==> src/rtl/wb_initiator_bfm_core.sv <==
// Wishbone B4 classic single-access initiator. It takes one host request at a time,
// runs it on the bus, and returns the read data and error status through a one-cycle response pulse.
module wb_initiator_bfm_core #(
    parameter int ADDR_WIDTH = 32,
    parameter int DATA_WIDTH = 32
) (
    input  logic                    clock,
    input  logic                    reset,

    input  logic                    req_valid_i,
    output logic                    req_ready_o,
    input  logic [ADDR_WIDTH-1:0]   req_adr_i,
    input  logic [DATA_WIDTH-1:0]   req_dat_i,
    input  logic                    req_we_i,
    input  logic [DATA_WIDTH/8-1:0] req_sel_i,

    output logic                    rsp_valid_o,
    output logic [DATA_WIDTH-1:0]   rsp_dat_o,
    output logic                    rsp_err_o,

    output logic [ADDR_WIDTH-1:0]   adr,
    output logic [DATA_WIDTH-1:0]   dat_w,
    input  logic [DATA_WIDTH-1:0]   dat_r,
    output logic                    cyc,
    output logic                    stb,
    output logic                    we,
    output logic [DATA_WIDTH/8-1:0] sel,
    input  logic                    ack,
    input  logic                    err
);

    typedef enum logic [1:0] {
        IDLE,
        ACTIVE,
        GAP
    } state_t;

    state_t                    state_q, state_d;
    logic [ADDR_WIDTH-1:0]     adr_q, adr_d;
    logic [DATA_WIDTH-1:0]     dat_w_q, dat_w_d;
    logic                      we_q, we_d;
    logic [DATA_WIDTH/8-1:0]   sel_q, sel_d;
    logic                      cyc_q, cyc_d;
    logic                      stb_q, stb_d;
    logic                      rsp_valid_q, rsp_valid_d;
    logic [DATA_WIDTH-1:0]     rsp_dat_q, rsp_dat_d;
    logic                      rsp_err_q, rsp_err_d;

    // A request posted during reset stays with the host until the block is out of reset.
    assign req_ready_o = (state_q == IDLE) && !reset;

    always_comb begin
        // NOTE: every next-state value defaults to its current value first, so no path infers a latch.
        state_d     = state_q;
        adr_d       = adr_q;
        dat_w_d     = dat_w_q;
        we_d        = we_q;
        sel_d       = sel_q;
        cyc_d       = cyc_q;
        stb_d       = stb_q;
        rsp_valid_d = 1'b0;
        rsp_dat_d   = rsp_dat_q;
        rsp_err_d   = rsp_err_q;

        unique case (state_q)
            IDLE: begin
                if (req_valid_i) begin
                    adr_d   = req_adr_i;
                    dat_w_d = req_dat_i;
                    we_d    = req_we_i;
                    sel_d   = req_sel_i;
                    cyc_d   = 1'b1;
                    stb_d   = 1'b1;
                    state_d = ACTIVE;
                end
            end
            ACTIVE: begin
                // err wins over ack when both arrive at the same edge
                if (cyc_q && stb_q && (ack || err)) begin
                    cyc_d       = 1'b0;
                    stb_d       = 1'b0;
                    rsp_valid_d = 1'b1;
                    rsp_err_d   = err;
                    rsp_dat_d   = we_q ? '0 : dat_r;
                    state_d     = GAP;
                end
            end
            GAP: begin
                // This cycle absorbs the lingering ack of a registered-ack target.
                state_d = IDLE;
            end
            default: begin
                state_d = IDLE;
            end
        endcase
    end

    always_ff @(posedge clock) begin
        if (reset) begin
            state_q     <= IDLE;
            adr_q       <= '0;
            dat_w_q     <= '0;
            we_q        <= 1'b0;
            sel_q       <= '0;
            cyc_q       <= 1'b0;
            stb_q       <= 1'b0;
            // An access cut short by reset is still reported once, as an error with zero data.
            rsp_valid_q <= (state_q == ACTIVE);
            rsp_err_q   <= (state_q == ACTIVE);
            rsp_dat_q   <= '0;
        end else begin
            // NOTE: registered state uses non-blocking assignments so every flop samples pre-edge values.
            state_q     <= state_d;
            adr_q       <= adr_d;
            dat_w_q     <= dat_w_d;
            we_q        <= we_d;
            sel_q       <= sel_d;
            cyc_q       <= cyc_d;
            stb_q       <= stb_d;
            rsp_valid_q <= rsp_valid_d;
            rsp_err_q   <= rsp_err_d;
            rsp_dat_q   <= rsp_dat_d;
        end
    end

    assign adr         = adr_q;
    assign dat_w       = dat_w_q;
    assign we          = we_q;
    assign sel         = sel_q;
    assign cyc         = cyc_q;
    assign stb         = stb_q;
    assign rsp_valid_o = rsp_valid_q;
    assign rsp_dat_o   = rsp_dat_q;
    assign rsp_err_o   = rsp_err_q;

endmodule

==> config.mk <==
export PLATFORM = sky130hd
export DESIGN_NAME = wb_initiator_bfm_core
export DESIGN_NICKNAME = d
export VERILOG_FILES = /design/src/rtl/wb_initiator_bfm_core.sv
export SDC_FILE = /design/constraint.sdc
export NUM_CORES = 1
export LEC_CHECK = 0
export CORE_MARGIN = 2
export CORE_UTILIZATION = 39
export DETAILED_ROUTE_END_ITERATION = 10
export PLACE_DENSITY_LB_ADDON = 0.3
export SYNTH_ARGS = -nofsm -noshare
export SYNTH_HDL_FRONTEND = slang
export SYNTH_SLANG_ARGS = --single-unit
==> constraint.sdc <==
create_clock -name clock -period 1.6 [get_ports clock]
set_input_delay 0.24 -clock clock [delete_from_list [all_inputs] [get_ports clock]]
set_output_delay 0.24 -clock clock [all_outputs]
set_load 0.01 [all_outputs]
==> impl_metrics.env <==
export IMPL_report_final_slew_viol_count=0
export IMPL_synth_xor_area_share_pct=0
export IMPL_synth_compound_gate_area_share_pct=17.6
export IMPL_stdcell_area_um2=6440
export IMPL_clock_tree_buffer_depth=2
export IMPL_finalClockSkew_ps=10.9
export IMPL_power_density_nw_per_um2=887
export IMPL_total_cts_buffers=9
export IMPL_rows=36
export IMPL_vias_per_cell=5.02
export IMPL_die_h_um=105
export IMPL_syn2layout_area_growth_pct=61.8
export IMPL_drive_above_1_share_pct=8.06
export IMPL_num_nets_final=771
export IMPL_period_share_pct=95.0
export IMPL_setup_repair_after_global_routing_missed_its_margin="false"
export IMPL_slew_limit_headroom_pct=68.1
export IMPL_instances_no_fill=803
export IMPL_final_core_util_pct=65.6
export IMPL_layout_setup_ws_ps=80.4
export IMPL_antenna_found_initial=0
export IMPL_wire_length_of_the_first_global_routing_pass_mm=18.7
export IMPL_cts_max_level=3
export IMPL_worst_hold_path_type="in -> reg"
export IMPL_power_ir_vdd_worst_mv=0.626
export IMPL_fillers=865
export IMPL_syn_inst=476
export IMPL_clock_root_buffer="sky130_fd_sc_hd__clkbuf_8"
export IMPL_post_place_cells=787
export IMPL_synthDominantCellAreaShare_pct=52.8
export IMPL_ant_nets=0
export IMPL_cpMaxStageDelayCell="sky130_fd_sc_hd__clkdlybuf4s50_1"
export IMPL_critical_path_startpoint_type="flip-flop"
export IMPL_cellLeakagePower_nw=2.26
export IMPL_fp_coreArea_um2=9820
export IMPL_critical_path_buf_inv_count=1
export IMPL_post_drt_wl_per_cell_um=14.8
export IMPL_floorplan_die_width_um=105
export IMPL_post_cts_repair_setup_buffers=0
export IMPL_vias=4035
export IMPL_seq_area_um2=2130
export IMPL_synth_top_cells_by_area="sky130_fd_sc_hd__dfxtp_1 53%, sky130_fd_sc_hd__nand2_1 12%, sky130_fd_sc_hd__a21oi_1 11%, sky130_fd_sc_hd__nand4b_1 5.9%, sky130_fd_sc_hd__o21ai_0 3.8%"
export IMPL_syn_num_nets=582
export IMPL_finalWorstPathRequiredPeriod_ps=1520
export IMPL_clock_sinks=106
export IMPL_setup_total_negative_slack_ps=0
export IMPL_detail_route_first_pass_iterations=7
export IMPL_detailed_route_wl_mm=11.9
export IMPL_overflow=0
export IMPL_timing_max_cap_violations=0
export IMPL_ys_ff_latch=106
export IMPL_start_util_pct=40.5
export IMPL_synth_seq_area_share_pct=53.6
export IMPL_grt_pass1_vias=3811
export IMPL_detailed_place_hpwl_mm=8.30
export IMPL_synth_top_cell_by_area="sky130_fd_sc_hd__dfxtp_1"
export IMPL_detail_route_iter0_violations=146
export IMPL_critPathMaxFanout=5
export IMPL_final_hold_violation_count=0
export IMPL_post_synth_instance_area_um2=3980
export IMPL_criticalPathCategory="reg -> out"
export IMPL_clock_latency_ps=350
export IMPL_clock_fmax_ghz=0.658
export IMPL_fin_total_pwr_mw=5.71
export IMPL_synthAdderAreaFrac_pct=0
export IMPL_cp_required_ps=1360
export IMPL_design_die_area_um2=11000
export IMPL_worst_setup_slack_post_dpl_ps=-164
export IMPL_tritoncts="done"
export IMPL_clock_transition_at_the_register_clock_pins_on_the_worst_setup_and_hold_paths_after_cts_ps=110
export IMPL_critical_path_top_delay_family="buffers and inverters"
export IMPL_commonest_non_fill_non_tap_cells_in_the_layout="209 x sky130_fd_sc_hd__clkdlybuf4s50_1, 131 x sky130_fd_sc_hd__nand2_1, 104 x sky130_fd_sc_hd__dfxtp_1"
export IMPL_multiInputGateArea_um2=1640
export IMPL_max_stage_delay_ps=550
export IMPL_tightestPinTransition_ps=478
export IMPL_portBuffers=211
export IMPL_yosys_mux_area_fraction_pct=0
export IMPL_yosys_warnings=0
export IMPL_worst_ep_arrival_time_ps=1280
export IMPL_antenna_diode_count=0
export IMPL_timing_critical_path_cells="clkdlybuf4s50_1"
export IMPL_largest_net_degree_at_the_start_of_global_routing=109
export IMPL_detail_route_drc_violations=0
export IMPL_setup_worst_path_end_class="primary output"
export IMPL_status="finished, final reports clean"
export IMPL_combinational_family_with_the_most_area_after_synthesis="simple AND/OR/NAND/NOR gates"
export IMPL_routabilityCongestion=0.782
export IMPL_overall_routing_resource_usage_pct=20.6
export IMPL_synth_avg_cell_area_um2=8.36
export IMPL_layout_commonest_cell="sky130_fd_sc_hd__clkdlybuf4s50_1"
export IMPL_hold_slack_ps=422
export IMPL_synth_simple_gate_area_share_pct=23.2
export IMPL_place_area_um2=6230
export IMPL_boundaryPins=212
export IMPL_synth_cell_types=22
export IMPL_finish_stage_setup_viols=0
cells in the mapped netlist:
master / n
sky130_fd_sc_hd__clkbuf_1: 19
sky130_fd_sc_hd__o21ai_1: 4
sky130_fd_sc_hd__edfxtp_1: 1
sky130_fd_sc_hd__nand2_1: 131
sky130_fd_sc_hd__a21oi_1: 87
sky130_fd_sc_hd__buf_4: 1
sky130_fd_sc_hd__or3b_1: 1
sky130_fd_sc_hd__nor2_1: 7
sky130_fd_sc_hd__inv_1: 1
sky130_fd_sc_hd__nor3_1: 2
sky130_fd_sc_hd__nand4b_1: 27
sky130_fd_sc_hd__nand2_2: 10
sky130_fd_sc_hd__nor2b_1: 1
sky130_fd_sc_hd__o21a_1: 1
sky130_fd_sc_hd__nand4_1: 5
sky130_fd_sc_hd__o21ai_0: 30
sky130_fd_sc_hd__nor3b_1: 1
sky130_fd_sc_hd__dfxtp_1: 105
sky130_fd_sc_hd__nand2b_1: 7
sky130_fd_sc_hd__a21oi_2: 10
sky130_fd_sc_hd__buf_2: 23
sky130_fd_sc_hd__buf_6: 2
kinds of logic (layout without fill, tap and decap cells):
group                  Yosys count  in the layout
and+or+nand+nor                192            192
AOI/OAI and AO/OA              132            132
DFF                            106            106
buffers and inverters           46            240
metal layers:
layer	part of all wire, %	track usage (%)
met5	0	0
met4	2.2	6.95
met3	6.8	5.61
met2	50	36.4
met1	41	24.1
flip-flops by register name (all words and copies together), names as in the netlist:
signal       flops
sel              4
rsp_err_o        1
rsp_valid_o      1
stb              1
rsp_dat_o       32
we               1
state_q          2
dat_w           32
adr             32
final timing paths:
path,cells after the start,end,slack (ps),startpoint
setup / recovery,1,stb,80,stb$_SDFFE_PP0P_
hold / removal,3,dat_w[25]$_SDFFE_PP0P_,420,req_dat_i[25]
setup reg to reg,4,adr[22]$_SDFFE_PP0P_,150,state_q[1]$_SDFFE_PP0P_
hold reg to reg,2,adr[24]$_SDFFE_PP0P_,460,adr[24]$_SDFFE_PP0P_
power breakdown:
part / switching (mW) / leakage [nW] / total [mW] / internal (mW)
Clock: 0.918 / 0.101 / 1.70 / 0.783
Combinational: 0.515 / 1.29 / 1.15 / 0.634
Sequential: 0.0775 / 0.868 / 2.86 / 2.78
repair_timing:
item                       4_1_cts  5_1_grt
resized for setup                2        0
setup endpoints to repair        3        0
hold buffers                     0        0
final cells by class:
cell class	instances	share of cell area, %
clock inverters	6	1.15
well taps	133	2.59
multi-input cells	324	25.4
clock buffers	10	2.14
inverters	1	0.0583
repair buffers	223	35.5
flip-flops and latches	106	33.1
(Power assumes the default switching activity.)
==> edit 1: new RTL, config.mk and constraints unchanged <==
The parameter `DATA_WIDTH` goes from 32 to 64.
--- a/src/rtl/wb_initiator_bfm_core.sv
+++ b/src/rtl/wb_initiator_bfm_core.sv
@@ -4,3 +4,3 @@
     parameter int ADDR_WIDTH = 32,
-    parameter int DATA_WIDTH = 32
+    parameter int DATA_WIDTH = 64
 ) (
Interface: changed (6 resized); port bits go from 212 to 348. No check against the original RTL was run, so the function may have changed too.
==> edit 1 against the original RTL <==
Combinational power rose by 67%; sequential power rose by 63%; power rose by 91%; routed wire length rose by 85%; sequential share of layout area fell by 1.3 points; sequential cell count rose by 68; synthesized cell count rose by 63%; clock skew barely moved; setup slack got worse by 0.046 ns; synthesized area rose by 61%; cell area rose by 70%; critical path type unchanged; highest routed layer unchanged.
==> edit 1: results (changes against the original RTL) <==
Post-Synthesis Net Count=950 (was 582); filler cell count=1343 (was 865); pin count of the biggest net entering global routing=95 (was 109); Detailed Route Iter0 Violations=369 (was 146); post-DP HPWL=15450 um (was 8303 um); Max H-tree Level=4 (was 3); source of the worst hold timing path=reset (was req_dat_i[25]); final weighted congestion of routability-driven global placement=0.7957 (was 0.7824); net switching component of the power=2670 uW (was 1511 uW); outcome=completed (unchanged); remaining max-slew budget at the tightest pin=0.7268 (was 0.6810); critical path peak fanout=2 (was 5); Worst Hold End=rsp_dat_o[48] (was dat_w[25]); arrival time reported for the critical path endpoint=1.33 ns (was 1.28 ns); Clk pin slew, worst setup/hold paths=0.07 ns (was 0.11 ns); source of the worst register-to-register timing path=state_q[0] (was state_q[1]); pre-CTS setup slack=-0.1184 ns (was -0.1635 ns); root buffer cell=sky130_fd_sc_hd__clkbuf_16 (was sky130_fd_sc_hd__clkbuf_8); most used standard cells in the synthesized netlist=sky130_fd_sc_hd__nand2_1, sky130_fd_sc_hd__dfxtp_1, sky130_fd_sc_hd__a21oi_1 (unchanged); clk_lat worst skew=0.42 ns (was 0.35 ns); Detailed Route WL=22010 um (was 11900 um); detailed route wirelength on metal3=1741 um (was 814 um); post-synthesis sequential area ratio=0.5442 (was 0.5360); number of global-route vias before repair=6338 (was 3811); number of standard cells after synthesis=776 (was 476); post-detailed-route via-to-cell ratio=5.123 (was 5.025); non-filler instance count after layout=1329 (was 803); global-route total usage across every layer=0.2409 (was 0.2064); biggest area contributors in the synthesized netlist=sky130_fd_sc_hd__dfxtp_1, sky130_fd_sc_hd__a21oi_1, sky130_fd_sc_hd__nand2_1, sky130_fd_sc_hd__nand4b_1, sky130_fd_sc_hd__o21ai_0 (was sky130_fd_sc_hd__dfxtp_1, sky130_fd_sc_hd__nand2_1, sky130_fd_sc_hd__a21oi_1, sky130_fd_sc_hd__nand4b_1, sky130_fd_sc_hd__o21ai_0); layout cells sized above 1=0.06289 (was 0.08060); count of buffers from port buffering=347 (was 211); P_leak=0.004222 uW (was 0.002261 uW); CTS buffer count=17 (was 9); Yosys top cell area share=0.5396 (was 0.5285); global-route wire length before repair=33890 um (was 18680 um); skew final=0.01089 ns (was 0.01091 ns); detailed-routing iteration count for the pre-antenna-repair pass=5 (was 7)
==> edit 1: cell families (layout without fill, tap and decap cells) <==
| kind of cell | Yosys count | after routing | share of synthesized area |
|---|---|---|---|
| buffers and inverters | 76 | 413 | 0.04854 |
| flip-flops | 174 | 174 | 0.5442 |
| AO/OA/AOI/OAI | 234 | 234 | 0.1828 |
| AND/OR/NAND/NOR | 292 | 292 | 0.2244 |
==> edit 1: repair_timing <==
action | CTS | global route
setup endpoints to repair | 5 | 21
setup buffers | 0 | 0
hold endpoints to repair | 0 | 0
gates resized for setup | 6 | 23
hold buffers | 0 | 0
==> edit 1: how the worst max path moves through the flow <==
stage	start	endpoint	cells after the start	slack (ns)
global placement	req_valid_i	dat_w[28]	5	-0.08
detailed placement	req_valid_i	dat_w[33]	5	-0.12
floorplan	state_q[1]	dat_w[23]	6	0.22
CTS	dat_w[7]	dat_w[7]	1	0.004
global route	dat_w[8]	dat_w[8]	1	0.0006
finish	dat_w[16]	dat_w[16]	1	0.03
==> edit 1: per-layer routing <==
metal,GRT usage,up-vias
met5,0,-
met4,0.09140,0
met3,0.07843,41
met2,0.4213,274
met1,0.2735,3198
li1,-,3295
==> edit 1: power groups by stage <==
stage	Clock, uW	Sequential (uW)	Combinational [uW]
floorplan	0	4860	619
global placement	0	4760	1910
detailed placement	0	4760	1930
CTS	4420	4670	1930
global route	4600	4690	2060
finish	4350	4670	1920
==> edit 1: cell type report <==
class / instances / area share
clock inverters: 10 / 0.01495
well taps: 216 / 0.02466
repair buffers: 381 / 0.3596
flip-flops and latches: 174 / 0.3188
clock buffers: 21 / 0.04110
inverters: 1 / 0.0003425
multi-input cells: 526 / 0.2405
==> edit 1: per-stage QoR <==
stage	setup TNS [ns]	cell area, um2	hold slack [ns]
floorplan	0	6419	0.3760
global placement	-4.073	10300	0.4403
detailed placement	-6.767	10300	0.4458
CTS	0	10910	0.3069
global route	0	10960	0.3207
finish	0	10960	0.3188
==> edit 2: new RTL, same flow settings <==
Without the edit above. Register the output `rsp_err_o` once more, without a reset; this adds one clock of latency there. The other outputs are not delayed to match.
--- a/src/rtl/wb_initiator_bfm_core.sv
+++ b/src/rtl/wb_initiator_bfm_core.sv
@@ -133,3 +133,5 @@
     assign rsp_dat_o   = rsp_dat_q;
-    assign rsp_err_o   = rsp_err_q;
+    always_ff @(posedge clock) begin
+        rsp_err_o <= rsp_err_q;
+    end
 
Formal check against the unedited RTL: not equivalent (a bounded check fails within 4 cycles, from zero or initial values and one cycle with reset high).
==> edit 2 against the original RTL <==
Sequential cell count is 1 higher; via count decreased by 0.55%; setup slack worse by 0.016 ns; global-route usage is 0.57 points higher; fmax fell by 1.1%; critical path depth did not move; synthesized area is 0.50% higher; power decreased by 3.5%; routed wire length is essentially flat; cell area is 0.25% lower; core utilization down 0.46 points.
==> edit 2: results (changes against the original RTL) <==
global-route total usage across every layer=0.2121 (was 0.2064); slew at the pin closest to its max-slew limit=0.5148 ns (was 0.4785 ns); skew final=0.005257 ns (was 0.01091 ns); final weighted congestion of routability-driven global placement=0.7392 (was 0.7824); Total Nets Final=778 (was 771); number of global-route vias before repair=3918 (was 3811); P_leak=0.002278 uW (was 0.002261 uW); detailed-routing iteration count for the pre-antenna-repair pass=5 (was 7); most used standard cells in the synthesized netlist=sky130_fd_sc_hd__nand2_1, sky130_fd_sc_hd__dfxtp_1, sky130_fd_sc_hd__a21oi_1 (unchanged); arrival time reported for the critical path endpoint=1.30 ns (was 1.28 ns); worst hold path cell count=0 (was 3); mean instance size in the synthesized netlist=8.381 um2 (was 8.356 um2); Cell Count Post-Placement=794 (was 787); peak supply drop=0.0004059 V (was 0.0006258 V); Post-Synthesis Net Count=583 (was 582); global-route wire length before repair=19180 um (was 18680 um); post-DP HPWL=8446 um (was 8303 um); post-detailed-route via-to-cell ratio=4.954 (was 5.025); type of the tightest min-delay check=reg -> reg (was in -> reg); DR vias=4013 (was 4035); post-synthesis sequential area ratio=0.5383 (was 0.5360); outcome=completed (unchanged); Detailed Route WL=11900 um (about the same); biggest area contributors in the synthesized netlist=sky130_fd_sc_hd__dfxtp_1, sky130_fd_sc_hd__nand2_1, sky130_fd_sc_hd__a21oi_1, sky130_fd_sc_hd__nand4b_1, sky130_fd_sc_hd__o21ai_0 (unchanged); Detailed Route Iter0 Violations=230 (was 146); critical path peak fanout=5 (unchanged); layout cells sized above 1=0.08567 (was 0.08060)
-- edit 2: through the flow --
step,worst slack (ns),power [uW],area [um2]
final,0.06404,5512,6421
after global routing,0.004777,5785,6421
after CTS,0.03065,5586,6419
after detailed placement,-0.1476,4099,6250
after global placement,-0.1264,4076,6250
after floorplan,0.2735,3419,3998
-- edit 2: logic make-up after synthesis --
logic type,share of synthesized area
flops,0.5383
compound gates,0.1753
simple gates,0.2313
buf+inv,0.05509
-- edit 2: repair_timing --
item | in CTS | in global routing
endpoints found under the setup margin | 3 | 1
resized for setup | 2 | 1
hold buffers | 0 | 0
setup buffers | 0 | 0
-- edit 2: path summary, 6_finish.rpt --
check             slack [ns]       start        end
setup reg to reg        0.18  state_q[1]   dat_w[7]
hold reg to reg         0.36   rsp_err_q  rsp_err_o
setup / recovery        0.06         stb        cyc
hold / removal          0.36   rsp_err_q  rsp_err_o
-- edit 2: cell type report --
class	instances	area, um2
clock buffer	10	127.6
clock inverter	6	41.29
fill	834	3443
inverter	1	3.754
multi-input combinational	324	1633
sequential	107	2153
tap	133	166.4
timing repair buffer	229	2296
-- edit 2: power by group --
part	internal, uW	leakage, uW	switching [uW]	total, uW
clock network	567	0.0000787	915	1480
registers	2810	0.000877	76.0	2890
logic	634	0.00132	510	1140
total	4010	0.00228	1500	5510
-- edit 2: metal layers --
metal	vias to the layer above	routed length (um)	GRT usage
met5	-	0	0
met4	0	235	0.08286
met3	15	822	0.05937
met2	137	6004	0.3641
met1	1878	4832	0.2501
li1	1983	-	-
